$ cat src/rtl/adc_reader_pkg.sv
// Shared types and widths for the ADC result reader.
// The entry carries a capture timestamp when ADC_READER_TIMESTAMP_EN is defined.
package adc_reader_pkg;

    localparam int RESULT_W = 16;
    localparam int TS_W     = 16;

    typedef struct packed {
`ifdef ADC_READER_TIMESTAMP_EN
        logic [TS_W-1:0]     timestamp;
`endif
        logic [RESULT_W-1:0] result;
    } entry_t;

    localparam int ENTRY_W = $bits(entry_t);

    // Occupancy counter width: one extra bit so a full FIFO is representable.
    function automatic int fill_w(input int depth);
        return $clog2(depth) + 1;
    endfunction

endpackage

$ cat src/rtl/adc_result_fifo.sv
// Generic show-ahead synchronous FIFO: the head entry is presented combinationally
// from a small register file so a word pushed into an empty FIFO is visible next cycle.
module adc_result_fifo #(
    parameter int WIDTH = 16,
    parameter int DEPTH = 4
) (
    input  logic               clk,
    input  logic               srst,
    input  logic               push,
    input  logic               pop,
    input  logic [WIDTH-1:0]   wr_data,
    output logic [WIDTH-1:0]   rd_data,
    output logic               empty,
    output logic               full,
    output logic [$clog2(DEPTH):0] level
);

    localparam int AW = $clog2(DEPTH);

    logic [AW:0]      wr_ptr_reg;
    logic [AW:0]      rd_ptr_reg;
    logic [WIDTH-1:0] mem [DEPTH];
    logic             push_ok;
    logic             pop_ok;

    assign level   = wr_ptr_reg - rd_ptr_reg;
    assign empty   = (wr_ptr_reg == rd_ptr_reg);
    assign full    = (level == (AW+1)'(DEPTH));
    assign pop_ok  = pop && !empty;
    // A push into a full FIFO is legal when the head leaves in the same cycle.
    assign push_ok = push && (!full || pop_ok);

    genvar gi;
    generate
        for (gi = 0; gi < DEPTH; gi++) begin : g_mem
            always_ff @(posedge clk) begin
                if (push_ok && (wr_ptr_reg[AW-1:0] == AW'(gi))) begin
                    mem[gi] <= wr_data;
                end
            end
        end
    endgenerate

    assign rd_data = empty ? '0 : mem[rd_ptr_reg[AW-1:0]];

    always_ff @(posedge clk) begin
        if (srst) begin
            wr_ptr_reg <= '0;
            rd_ptr_reg <= '0;
        end else begin
            if (push_ok) wr_ptr_reg <= wr_ptr_reg + 1'b1;
            if (pop_ok)  rd_ptr_reg <= rd_ptr_reg + 1'b1;
        end
    end

endmodule

$ cat src/rtl/adc_result_reader.sv
// Captures SAR ADC results on the rising edge of conv_finished_in into a show-ahead FIFO
// with overflow accounting. Define ADC_READER_TIMESTAMP_EN to tag each entry with a cycle count.
module adc_result_reader
    import adc_reader_pkg::*;
#(
    parameter int DEPTH     = 4,
    parameter int OVF_CNT_W = 8
) (
    input  logic                       clk_dig_in,
    input  logic                       rst,
    input  logic                       enable_in,
    input  logic [RESULT_W-1:0]        result_in,
    input  logic                       conv_finished_in,
    output logic [RESULT_W-1:0]        data_out,
    output logic                       valid_out,
    input  logic                       ready_in,
`ifdef ADC_READER_TIMESTAMP_EN
    output logic [TS_W-1:0]            timestamp_out,
`endif
    output logic [fill_w(DEPTH)-1:0]   fill_level_out,
    output logic                       overflow_flag_out,
    output logic [OVF_CNT_W-1:0]       overflow_count_out,
    input  logic                       clear_in
);

    logic                 conv_q_reg;
    logic                 capture;
    logic                 pop;
    logic                 drop;
    logic                 fifo_empty;
    logic                 fifo_full;
    logic                 ovf_flag_reg;
    logic [OVF_CNT_W-1:0] ovf_count_reg;
    entry_t               wr_entry;
    entry_t               rd_entry;
    logic [ENTRY_W-1:0]   rd_bits;

    // conv_q resets high so a level already asserted out of reset is not a capture.
    always_ff @(posedge clk_dig_in) begin
        if (rst) conv_q_reg <= 1'b1;
        else     conv_q_reg <= conv_finished_in;
    end

    assign capture = conv_finished_in && !conv_q_reg && enable_in;
    assign pop     = !fifo_empty && ready_in;
    assign drop    = capture && fifo_full && !pop;

`ifdef ADC_READER_TIMESTAMP_EN
    logic [TS_W-1:0] ts_cnt_reg;

    always_ff @(posedge clk_dig_in) begin
        if (rst) ts_cnt_reg <= '0;
        else     ts_cnt_reg <= ts_cnt_reg + 1'b1;
    end
`endif

    always_comb begin
        wr_entry        = '0;
        wr_entry.result = result_in;
`ifdef ADC_READER_TIMESTAMP_EN
        wr_entry.timestamp = ts_cnt_reg;
`endif
    end

    adc_result_fifo #(
        .WIDTH (ENTRY_W),
        .DEPTH (DEPTH)
    ) u_fifo (
        .clk     (clk_dig_in),
        .srst    (rst),
        .push    (capture),
        .pop     (pop),
        .wr_data (wr_entry),
        .rd_data (rd_bits),
        .empty   (fifo_empty),
        .full    (fifo_full),
        .level   (fill_level_out)
    );

    assign rd_entry  = entry_t'(rd_bits);
    assign data_out  = rd_entry.result;
    assign valid_out = !fifo_empty;
`ifdef ADC_READER_TIMESTAMP_EN
    assign timestamp_out = rd_entry.timestamp;
`endif

    // Clear takes priority over a drop in the same cycle.
    always_ff @(posedge clk_dig_in) begin
        if (rst || clear_in) begin
            ovf_flag_reg  <= 1'b0;
            ovf_count_reg <= '0;
        end else if (drop) begin
            ovf_flag_reg <= 1'b1;
            if (ovf_count_reg != '1) ovf_count_reg <= ovf_count_reg + 1'b1;
        end
    end

    assign overflow_flag_out  = ovf_flag_reg;
    assign overflow_count_out = ovf_count_reg;

endmodule

$ cat config.mk
export PLATFORM = sky130hd
export DESIGN_NAME = adc_result_reader
export DESIGN_NICKNAME = d
export VERILOG_FILES = /design/src/rtl/adc_reader_pkg.sv /design/src/rtl/adc_result_fifo.sv /design/src/rtl/adc_result_reader.sv
export SDC_FILE = /design/constraint.sdc
export NUM_CORES = 1
export LEC_CHECK = 0
export CAP_MARGIN = 25
export CORE_MARGIN = 10
export CORE_UTILIZATION = 25
export DETAILED_ROUTE_END_ITERATION = 8
export GPL_TIMING_DRIVEN = 0
export PLACE_DENSITY = 0.48
export SYNTH_ARGS = -nofsm -noshare
export SYNTH_HDL_FRONTEND = slang
export SYNTH_SLANG_ARGS = --single-unit
$ cat constraint.sdc
create_clock -name clk_dig_in -period 4.05 [get_ports clk_dig_in]
set_input_delay 1.215 -clock clk_dig_in [delete_from_list [all_inputs] [get_ports clk_dig_in]]
set_output_delay 1.215 -clock clk_dig_in [all_outputs]
set_load 0.01 [all_outputs]
# After elaboration in Yosys (flattened, before gate mapping)
# Memories as Yosys holds them, arrays and structs flattened. A register that Yosys moved wholly into a read port is not among the register bits.
# Cells that the tools add are included.
# word_totals
regBits	16
latchBits	0
ram_bits	64
rom_bits	0
input_bits	22
output_inout_bits	29
n_memories	1
# memory_table
memory	depth	word_bits	rd	rd_ports_with_merged_regs	write_ports	line_no	rtl
u_fifo.mem	4	16	1	1	1	adc_result_fifo.sv:22	logic [WIDTH-1:0] mem [DEPTH];
# op_classes
add_sub_neg	4
multipliers	0
div	0
magnitude_cmp	0
eq_ne	6
shifts	0
n_mux	20
bitwise_logic	0
n_reduce_logical	22
# ops
operator	count
$mux W16	4
$reduce_or A16 Y1	3
$logic_and A1 B1 Y1	11
$mux W1	11
$mux W2	5
$add A8 B1 Y8 const B	1
$ne A8 B8 Y1 const B	1
$add A3 B1 Y3 const B	2
$eq A2 B2 Y1 const B	2
$logic_not A1 Y1	4
$eq A3 B3 Y1	1
$eq A3 B3 Y1 const B	1
$sub A3 B3 Y3	1
$eq A2 B1 Y1 const B	1
$logic_not A2 Y1	1
$logic_or A1 B1 Y1	2
$reduce_and A2 Y1	1

# Depth between registers and ports, before layout
# depth
ltp_word	13
mapped_depth	8

# Modules after synthesis
# From an unflattened synthesis, not the netlist that was laid out.
# unflattened
cells_unflattened	210
area_unflattened_um2	3469.6
# by_module_without_submodules
module	n_inst	cells_per_inst	area_per_inst_um2
adc_result_fifo	1	154	2927.8
adc_result_reader	1	56	541.8

# Worst setup path before layout
# Ideal clock, no wire load.
# synth_timing
kind	in2reg
startpoint	input ready_in
endpoint	memory u_fifo.mem[3][0] (enable)
setup_time_ns	0.409
arrival_ns	2.860
required_time_ns	3.641
setup_slack_ns	0.781
path_stages	4
path_cell_list	or2b_1 > nand3_1 > a21oi_1 > nor3_1
# synth_via
elab_chain_len	11
# synth_rtl
element	line_no	rtl
from (decl)	adc_result_reader.sv:16	input logic ready_in,
$logic_and A1 B1 Y1 *	adc_result_reader.sv:45	assign pop = !fifo_empty && ready_in;
$logic_and A1 B1 Y1 *	adc_result_fifo.sv:29	assign pop_ok = pop && !empty;
$logic_or A1 B1 Y1 *	adc_result_fifo.sv:31	assign push_ok = push && (!full || pop_ok);
$logic_and A1 B1 Y1 *	adc_result_fifo.sv:31	
$logic_and A1 B1 Y1	adc_result_fifo.sv:37	if (push_ok && (wr_ptr_reg[AW-1:0] == AW'(gi))) begin
$mux W1	adc_result_fifo.sv:37	
$mux W1 (not written as such)	adc_result_fifo.sv:38	mem[gi] <= wr_data;
$reduce_or A16 Y1 (no line)	-	
$mux W2 (no line) / $mux W1 (equally long branches) (3 in series)	-	
to (decl)	adc_result_fifo.sv:22	
# Every way passes the cells marked *; elsewhere a longest branch is shown, timed or not.

==> metrics.yaml <==
status: "finished, final reports clean"
worstPathMaxFanout: 10
grt_usage_pct: 7.899
netlist_instances: 213
final_util_pct: 33.19
dr.pass1.iters: 4
worstPathArrival_ns: 2.58
power_uw: 1816
antenna_found_initial: 1
cp_num_buf_inv: 3
rsz0062_at_grt: "no"
drc: 0
cts_setup_buffers: 0
top_layer: "met5"
grt_pass1_vias: 2020
wl_met2_mm: 3.489
gp_congestion: 0.7572
avgSynthCellArea_um2: 15.97
drv_cap: 0
coreArea_mm2: 0.01330
cts_sinks: 82
drt_wl_total_mm: 7.055
grt_pass1_wl_mm: 11.05
cts-resized-gates: 0
max_freq_ghz: 0.2633
finalSetupViolCount: 0
n_antenna_cell: 0
period_needed_ns: 3.798
async_flop_share_pct: 0
dieArea_mm2: 0.01867
drive_gt1_share_pct: 16.85
yosys_register_bits: 82
end_kind: "primary output"
dp.final_hpwl_mm: 4.754
viasPerCell: 4.218
hold_violations: 0
ir_drop_mv: 0.1901
worstMarginPinSlew_ns: 0.9280
clockRootBuffer: "clkbuf_16"
synth_nets: 244
area_growth_pct: 29.72
synthFlopType: "edfxtp_1"
clkTransAtPathRegs_ns: 0.06
ctsHtreeMaxLevel: 3
slowest_delay_ns: 0.54
grt.overflow.total: 0
synth_largest_area_cell: "edfxtp_1"
start_util_pct: 25.59
cts_buffer_depth: 2
synth_area_leaders: "edfxtp_1 (56%), dfxtp_1 (11%), mux4_2 (11%)"
critPathLaunchType: "flip-flop"
finalMaxSlewViolations: 0
fin_hold_ws_ns: 0.4989
place.port_buffers: 49
worst_path_max_delay_cell: "clkbuf_1"
largest_reg_flops: 64
top_register: "u_fifo.mem"
skew_ns: 0.01074
numCtsBuffers: 9
wl_met3_um: 442
r2r_setup_slack_ns: 1.04
vias: 1919
nNetsFinal: 305
wl_per_cell_um: 15.51
clk_latency_ns: 0.33
cts_hold_buf: 0
slew_headroom_pct: 38.14
crit_chain: "clkbuf_1, clkbuf_1, mux4_2, and2_1, clkdlybuf4s50_1"
ys_types: 41
ant_nets: 0
syn-cell-area_mm2: 0.003402
critPathKind: "flip-flop to primary output"
cts_tree: "done"
crit_path_frequent_cell: "clkbuf_1"
yosys_warnings: 0
synth.top_cell.area_share_pct: 56.49
crit_required_ns: 2.83
design.portCount: 51
die_h_um: 136.7
first_iter_violations: 89
synth_seq_area_share_pct: 67.08
power_leakage_uw: 0.001418
power_density_mw_per_mm2: 411.6
critPathTopFamily: "buffers and inverters"
synth_edf_count: 64
wl_met1_mm: 3.064
hold_class: "flip-flop to flip-flop"
rows: 42
grt_max_degree: 17
fin_crit_sh_pct: 93.78
die_width_um: 136.7
area by class of cell:
| type | count | area [um2] |
|---|---|---|
| multi-input cells | 114 | 1051 |
| inverters | 8 | 30.03 |
| fillers | 1320 | 8882 |
| well taps | 176 | 220.2 |
| clock buffers | 9 | 225.2 |
| repair buffers | 50 | 501.7 |
| plain buffers | 9 | 43.79 |
| clock inverters | 7 | 58.81 |
| flip-flops and latches | 82 | 2282 |
layout by cell type (no fill, tap or decap), types with 4 or more instances in the layout:
| cell | synthesis | final |
|---|---|---|
| clkbuf_1 | 6 | 6 |
| ha_1 | 8 | 8 |
| nor2_1 | 9 | 9 |
| clkbuf_16 | 0 | 9 |
| clkdlybuf4s50_1 | 0 | 49 |
| dfxtp_1 | 18 | 18 |
| edfxtp_1 | 64 | 64 |
| nand3_1 | 6 | 6 |
| inv_1 | 8 | 8 |
| inv_6 | 0 | 4 |
| nand2_1 | 10 | 10 |
| mux4_2 | 16 | 16 |
| a21oi_1 | 7 | 7 |
| and2_1 | 20 | 20 |
kinds of logic after synthesis:
group	share of synthesized area, %
DFF	67.08
and+or+nand+nor	9.968
AOI/OAI and AO/OA	5.627
buffers and inverters	2.170
muxes	10.59
adders and majority gates	3.531
xor gates and xnor gates	1.030
routing by layer:
layer  vias to the layer above  GRT usage [%]
met1                       922          9.048
met2                        52          13.08
met4                         2          2.130
met5                         -              0
li1                        937              -
met3                         6          3.556
power by group:
| group | switching, uW | internal (uW) |
|---|---|---|
| sequential | 2.36 | 912 |
| clock | 348 | 427 |
| combinational | 58.2 | 68.0 |
worst min-delay path, cell delays in order (launching register included):
cell and delay (ns):
dfxtp_1 0.34, nor2_1 0.05, nor2_1 0.08
cells in the mapped netlist, drive strengths merged, types with 3 or more instances:
| cell | number |
|---|---|
| and2 | 21 |
| buf | 3 |
| nand2 | 10 |
| ha | 8 |
| a21oi | 8 |
| mux4 | 16 |
| nand3 | 6 |
| dfxtp | 18 |
| o21ai | 3 |
| inv | 8 |
| nor2 | 9 |
| a311oi | 4 |
| edfxtp | 64 |
| a211oi | 3 |
| clkbuf | 6 |
worst paths after layout:
kind              depth (start not counted)                  from                end
setup / recovery                          5             flip-flop        data_out[9]
hold / removal                            2     overflow_flag_out  overflow_flag_out
setup reg to reg                          7  u_fifo.wr_ptr_reg[0]  u_fifo.mem[2][11]
hold reg to reg                           2     overflow_flag_out  overflow_flag_out
per-stage QoR:
step           cell area [um2]  worst slack [ns]  setup TNS [ns]  cells
2_1_floorplan             3402            0.7812               0    213
3_3_place_gp              4113           -0.9173          -14.66    438
3_5_place_dp              4129            0.3011               0    439
4_1_cts                   4413            0.1343               0    455
5_1_grt                   4413           0.03393               0    455
6_report                  4413            0.2521               0    455
Note: power is estimated with default switching activity, not from simulation.
